===== config.mk =====
export PLATFORM = sky130hd
export DESIGN_NAME = coin_acceptor
export DESIGN_NICKNAME = d
export VERILOG_FILES = /design/src/rtl/coin_acceptor.sv
export SDC_FILE = /design/constraint.sdc
export NUM_CORES = 1
export LEC_CHECK = 0
export BUFFER_PORTS_ARGS = -buffer_cell sky130_fd_sc_hd__buf_2
export CAP_MARGIN = 20
export CORE_MARGIN = 1.5
export CORE_UTILIZATION = 35
export DETAILED_ROUTE_END_ITERATION = 10
export GPL_TIMING_DRIVEN = 0
export PLACE_DENSITY = 0.58
export SYNTH_ARGS = -nofsm -noshare
export SYNTH_HDL_FRONTEND = slang
export SYNTH_SLANG_ARGS = --single-unit
export TNS_END_PERCENT = 30

===== constraint.sdc =====
create_clock -name clk -period 2.4 [get_ports clk]
set_input_delay 0.36 -clock clk [delete_from_list [all_inputs] [get_ports clk]]
set_output_delay 0.36 -clock clk [all_outputs]
set_load 0.01 [all_outputs]

===== src/rtl/coin_acceptor.sv =====
// Coin sensor front end: synchronizes and debounces the nickel/dime lines, queues
// accepted coins and emits each as a one-cycle code with at least one idle cycle between codes.
module coin_acceptor #(
    parameter int unsigned DEBOUNCE_CYCLES = 4,
    parameter int unsigned FIFO_DEPTH      = 4
) (
    input  logic       clk,
    input  logic       rst,
    input  logic       nickel_in,
    input  logic       dime_in,
    output logic [1:0] coin,
    output logic       coin_reject,
    output logic       busy
);

    localparam int unsigned CW   = $clog2(DEBOUNCE_CYCLES + 1);
    localparam int unsigned PW   = $clog2(FIFO_DEPTH);
    localparam int unsigned CNTW = PW + 1;
    localparam logic [CW-1:0]   CNT_LAST = CW'(DEBOUNCE_CYCLES - 1);
    localparam logic [CNTW-1:0] CNT_FULL = CNTW'(FIFO_DEPTH);

    typedef enum logic [1:0] {IDLE, EMIT, GAP} state_t;

    // Channel 0 is the nickel sensor, channel 1 is the dime sensor.
    logic [1:0]    raw;
    logic [1:0]    s1, s2, stable, rise;
    logic [CW-1:0] cnt [2];

    logic [1:0]      mem [FIFO_DEPTH];
    logic [PW-1:0]   wr_ptr, rd_ptr;
    logic [CNTW-1:0] count;

    state_t     state, state_next;
    logic [1:0] coin_next;
    logic       pop, push, both, full_after_pop, wr_en, overflow;
    logic [1:0] push_code;

    assign raw = {dime_in, nickel_in};

    always_ff @(posedge clk or posedge rst) begin
        if (rst) begin
            s1     <= '0;
            s2     <= '0;
            stable <= '0;
            for (int unsigned i = 0; i < 2; i++) cnt[i] <= '0;
        end else begin
            s1 <= raw;
            s2 <= s1;
            for (int unsigned i = 0; i < 2; i++) begin
                if (s2[i] == stable[i]) begin
                    cnt[i] <= '0;
                end else if (cnt[i] == CNT_LAST) begin
                    stable[i] <= s2[i];
                    cnt[i]    <= '0;
                end else begin
                    cnt[i] <= cnt[i] + 1'b1;
                end
            end
        end
    end

    // A coin event is the edge on which the stable level is about to go 0 -> 1.
    always_comb begin
        rise = '0;
        for (int unsigned i = 0; i < 2; i++)
            rise[i] = s2[i] & ~stable[i] & (cnt[i] == CNT_LAST);
    end

    assign both           = &rise;
    assign push           = rise[0] ^ rise[1];
    assign push_code      = rise[0] ? 2'b01 : 2'b10;
    assign full_after_pop = (count == CNT_FULL) && !pop;
    assign wr_en          = push && !full_after_pop;
    assign overflow       = push && full_after_pop;

    always_ff @(posedge clk) begin
        if (wr_en) mem[wr_ptr] <= push_code;
    end

    always_ff @(posedge clk or posedge rst) begin
        if (rst) begin
            wr_ptr <= '0;
            rd_ptr <= '0;
            count  <= '0;
        end else begin
            if (wr_en) wr_ptr <= wr_ptr + 1'b1;
            if (pop)   rd_ptr <= rd_ptr + 1'b1;
            case ({wr_en, pop})
                2'b10:   count <= count + 1'b1;
                2'b01:   count <= count - 1'b1;
                default: count <= count;
            endcase
        end
    end

    always_comb begin
        state_next = state;
        coin_next  = 2'b00;
        pop        = 1'b0;
        case (state)
            IDLE, GAP: begin
                if (count != '0) begin
                    pop        = 1'b1;
                    coin_next  = mem[rd_ptr];
                    state_next = EMIT;
                end else begin
                    state_next = IDLE;
                end
            end
            EMIT:    state_next = GAP;
            default: state_next = IDLE;
        endcase
    end

    always_ff @(posedge clk or posedge rst) begin
        if (rst) begin
            state       <= IDLE;
            coin        <= 2'b00;
            coin_reject <= 1'b0;
            busy        <= 1'b0;
        end else begin
            state       <= state_next;
            coin        <= coin_next;
            coin_reject <= both | overflow;
            busy        <= (count != '0) || (state != IDLE);
        end
    end

endmodule


Yosys cells after proc, flatten, opt, wreduce, memory -nomap -nowiden
Memories as Yosys holds them, arrays and structs flattened.
Cells that the tools add are included.

word-level totals
  flip-flop bits (word level) = 25
  latch bits = 0
  memory bits (writable) = 8
  memory bits (read-only) = 0
  input bits = 4
  output and inout port bits = 4
  memories kept = 1

memory list
  memory  depth  width  rd ports  clocked after Yosys merged registers in  wr ports  line  source
  mem     4      2      1         0                                        1         29    logic [1:0] mem [FIFO_DEPTH];

operators by class
  $add $sub $neg = 6
  $mul = 0
  divide/modulo/power cells = 0
  $lt $le $gt $ge = 0
  eq/ne operators = 9
  shifts and indexed selects = 0
  muxes and demuxes = 14
  bitwise operators = 10
  reduce and logical (&&, ||, !) cells = 14

operators by type and width
  kind                   number
  $mux W3                4
  $add A3 B1 Y3 const B  3
  $eq A3 B2 Y1 const B   2
  $mux W2                3
  $pmux W3 S2            1
  $reduce_and A2 Y1      3
  $mux W1                5
  $add A2 B1 Y2 const B  2
  $and A1 B1 Y1          4
  $eq A2 B1 Y1 const B   2
  $eq A2 B2 Y1 const B   2
  $not A1 Y1             4
  $pmux W2 S2            1
  $reduce_bool A2 Y1     2
  $eq A3 B3 Y1 const B   1
  $logic_and A1 B1 Y1    3
  $reduce_bool A3 Y1     1
  $sub A3 B1 Y3 const B  1
  $eq A1 B1 Y1           2
  $logic_not A1 Y1       2
  $logic_not A2 Y1       1
  $reduce_or A2 Y1       1
  $logic_or A1 B1 Y1     1
  $or A1 B1 Y1           1
  $xor A1 B1 Y1          1

Longest topological paths before layout
  word-level depth = 9
  depth in mapped cells = 11
  mapped depth without buffers = 10

Least setup slack after synthesis
No wires, ideal clock.

  path kind = reg-to-reg
  from = register cnt[3] in the netlist's numbering
  to = register count[2]
  data arrival time = 2,449 ps
  slack = -178 ps
  cell stages (with the launch flop) = 12
  path buffers = 1
  period minus slack after synthesis = 2,578 ps
  cells stage by stage = dfrtp_1 > ha_1 > nor2b_1 > nand2_1 > inv_1 > ha_1 > buf_2 > nor3_1 > fa_1 > or3_1 > a32oi_1 > o21ai_1

between the ends
  cells in the longest elaborated chain, start to end = 6
  elaborated cells on any way between the ends = 8

ends and longest elaborated chain
  item                                                      line  source
  from (decl)                                               27    logic [CW-1:0] cnt [2];
  from (signal, indexed assignment)                         56    cnt[i] <= cnt[i] + 1'b1;
  $eq A3 B2 Y1 *                                            66    rise[i] = s2[i] & ~stable[i] & (cnt[i] == CNT_LAST);
  $and A1 B1 Y1 *                                           66
  $xor A1 B1 Y1 *                                           70    assign push = rise[0] ^ rise[1];
  $logic_and A1 B1 Y1 *                                     73    assign wr_en = push && !full_after_pop;
  $eq A2 B1 Y1 / $eq A2 B2 Y1 (equally long branches)       88    case ({wr_en, pop})
  $pmux W3 S2 / $reduce_bool A2 Y1 (equally long branches)  --
  to (signal assigned)                                      89    2'b10: count <= count + 1'b1;
  to (signal assigned)                                      90    2'b01: count <= count - 1'b1;
  to (signal assigned)                                      91    default: count <= count;
  to (decl)                                                 31    logic [CNTW-1:0] count;

Mark *: on every way between the ends. The rest lies on a longest branch, timed or not.
A chain may end at the register's enable or synchronous reset.

Final worst setup path
  from = register cnt[0] in the netlist's numbering
  to = register count[2]

Same word-level chain as after synthesis.

==> results by group <==
Worst setup path
  • Endpoint class of the critical path: flop
  • Required time of the critical path: 2.57 ns
  • Worst Path Arrival: 2.49 ns
  • Start of the worst register-to-register path: cnt[0]
  • Kind of start point of the critical path: flop
  • Critical path class: reg2reg
  • Largest fanout on the critical path: 4
  • Buf/Inv on CP: 1
  • Crit path largest cell delay: just under 0.4 ns
  • Worst setup path start: cnt[0]
  • Cell-by-cell trace of the critical path: ha_2, nor2b_4, and2_4, ha_4, buf_6, nor3_2, fa_2, or3_4, a32oi_1, o21ai_1
  • CP top delay family: adder cells
  • Master of the slowest instance on the critical path: dfrtp_1

Cells and area
  • Commonest non-fill, non-tap cell in the layout: dfrtp_1
  • Fraction of layout cells with a size suffix above 1: 0.331
  • Synth-to-layout area growth: 20.0%
  • Number of diodes: 0
  • Final net count: 140
  • Commonest non-fill, non-tap cells in the layout: dfrtp_1, buf_4, edfxtp_1
  • Layout filler cell count: 372
  • Layout Cell Area excl Fill: 0.00175 mm^2

Outcome
  • Result of the run: complete, no violations

Die
  • Total core area: 0.00400 mm^2
  • Initial standard-cell utilization of the core: 0.364
  • Num ports: 8
  • Die ar.: 0.00455 mm^2
  • Placement Rows: 23
  • Die X-Extent: 67.5 um
  • Die span in y: 67.5 um

Yosys
  • Top flip-flop cell by instance count after synthesis: dfrtp_1
  • Number of enable flip-flop cells after synthesis: 8
  • Number of synthesized register bits: 33
  • Async S/R FF share, synth: 0.758
  • Syn avg cell area: 13.9 um^2
  • Summed instance area of the synthesized netlist: 0.00146 mm^2
  • Synth Instances: 105
  • Number of synthesis warnings: 0
  • Unique masters post-synth: 32
  • Sequential element share of the synthesized area: 0.595
  • Number of nets produced by synthesis: between 100 and 150

Placed design
  • DP HPWL: approximately 1.6 mm
  • Number of port buffers: 7
  • Pre-CTS setup slack: -0.213 ns
  • Global placer's final weighted congestion: 0.729
  • Cell area after placement: 0.00157 mm^2

Pwr
  • Design Power: 1.98 mW
  • Peak supply drop: 586 uV
  • Switch share: 0.340
  • Fraction of power consumed by the clock network: 0.196
  • Switching power summed over all nets: ~0.67 mW
  • Power density normalized to cell area: 1130 mW/mm^2
  • Design internal power: 1.31 mW
  • Sequential fraction of design power: 0.439
  • Proportion of power drawn by combinational gates: 0.365
  • Static power due to leakage: 0.763 nW

Route
  • Wire length per cell after detailed routing: roughly 12 um
  • Wirelength, routed: 2.21 mm
  • Via density per instance: approximately 4.8
  • Overall via count from detail_route: 845
  • Initial DRC Count: 36
  • Remaining antenna violation count: 0
  • Remaining routing DRC violations: 0
  • DR pass1 iterations: 4

Clock tree
  • Clock Sink Count: 33
  • Clock tree from TritonCTS: done
  • Later-pin clock latency in the skew report: 0.28 ns
  • # H-tree levels: 2
  • Maximum count of clock buffers along a single path: 2
  • Clock-pin slew on the worst setup and hold paths: 0.07 ns
  • Number of buffers inserted during clock tree synthesis: 5
  • Cts-stage hold buffer count: 0
  • Clock root cell: clkbuf_8

GRT
  • Via count of the first global-routing pass: 888
  • Initial antenna violation count: 0
  • Largest net degree at the start of global routing: 26
  • Overall global routing resource usage: 0.124
  • Sum of overflow across all layers after global routing: 0
  • Global-route wire length before repair: 3.97 mm

STA
  • Crit path setup slack, layout: 0.0789 ns
  • Clock period minus worst slack: 2.32 ns
  • Count of pins over their slew limit: 0
  • Setup violations, final: 0
  • Smallest hold slack: 0.186 ns
  • Clock skew: 0.0103 ns
  • Hold Vio Cnt, Final: 0
  • Peak clock frequency supported by timing: between 0.4 and 0.5 GHz
  • Share of the cycle needed by the critical path after routing: 0.967
  • Worst-case headroom to the max-slew limit: 0.395
  • Slew of the pin with the lowest slew margin: 0.907 ns
  • RSZ-0062 raised after global routing: true

Job
  • Count of max-cap constraint violations: 0

Min path
  • Min-delay src: dime_in
  • Hold Crit Class: in2reg
-- per-layer routing --
| metal | GRT usage | share of wire | routed length [um] | up-vias |
|---|---|---|---|---|
| met5 | 0 | 0 | 0 | - |
| met1 | 0.131 | 0.41 | 897 | 418 |
| li1 | - | - | - | 407 |
| met4 | 0.0459 | 0.0063 | 14 | 0 |
| met3 | 0.0600 | 0.057 | 126 | 2 |
| met2 | 0.213 | 0.53 | 1170 | 18 |
-- logic make-up after synthesis --
logic type / after synthesis / share of synthesized area
simple gates: 34 / 0.146
flops: 33 / 0.595
fa+ha+maj: 10 / 0.0911
compound gates: 9 / 0.0542
buf+inv: 9 / 0.0267
xor+xnor: 5 / 0.0301
mux: 5 / 0.0567
-- power groups by stage --
| stage | logic (mW) | clock network [mW] | registers, mW |
|---|---|---|---|
| after floorplan | 0.498 | 0 | 0.860 |
| after global placement | 0.587 | 0 | 0.872 |
| after detailed placement | 0.636 | 0 | 0.882 |
| after CTS | 0.710 | 0.402 | 0.873 |
| after global routing | 0.822 | 0.433 | 0.896 |
| final | 0.723 | 0.388 | 0.871 |
-- through the flow --
step / setup TNS, ns / utilization / cells
floorplan: 0 / - / 105
global placement: -0.130 / 0.393 / 162
detailed placement: -0.342 / 0.393 / 162
CTS: 0 / 0.431 / 175
global route: -0.0225 / 0.437 / 177
finish: 0 / 0.437 / 177
-- cell usage after synthesis, drive strengths merged (3+ instances only) --
library cell  instances  area, um^2
and2                  8        50.1
nand2                 4        15.0
inv                   7        26.3
dfrtp                25         626
nor3                  4        25.0
ha                    9         113
mux2                  3        37.5
o21ai                 3        15.0
edfxtp                8         240
nor2                  3        16.3
nor3b                 5        42.5
xor2                  4        35.0
nor2b                 5        31.3
-- final timing paths --
check / slack (ns) / to / cells past startpoint
max: 0.08 / count[2] / 10
min: 0.19 / s1[1] / 1
max reg2reg: 0.08 / count[2] / 10
min reg2reg: 0.35 / s2[1] / 0
max in group asynchronous: 1.57 / rd_ptr[0] / 2
min in group asynchronous: 0.27 / count[2] / 2
-- what timing repair did --
| item | in CTS | in global routing |
|---|---|---|
| gates resized for setup | 9 | 2 |
| cloned | 0 | 0 |
| pin swaps | 3 | 5 |
| hold endpoints to repair | 0 | 0 |
| endpoints found under the setup margin | 2 | 2 |
| buffers inserted | 5 | 2 |
-- state kept, by name, indices dropped and copies added, names as in the netlist --
signal / cells
busy: 1
cnt: 6
coin: 2
coin_reject: 1
count: 3
mem: 8
rd_ptr: 2
s1: 2
s2: 2
stable: 2
state: 2
wr_ptr: 2
-- final cells by class --
class	instances	area, um^2	area share
inverters	7	28.8	0.0165
plain buffers	2	18.8	0.0107
flip-flops and latches	33	866	0.496
repair buffers	14	87.6	0.0501
clock buffers	6	72.6	0.0415
multi-input cells	63	601	0.344
well taps	50	62.6	0.0358
clock inverters	2	10.0	0.00573
Power figures use the tool's default switching activity.
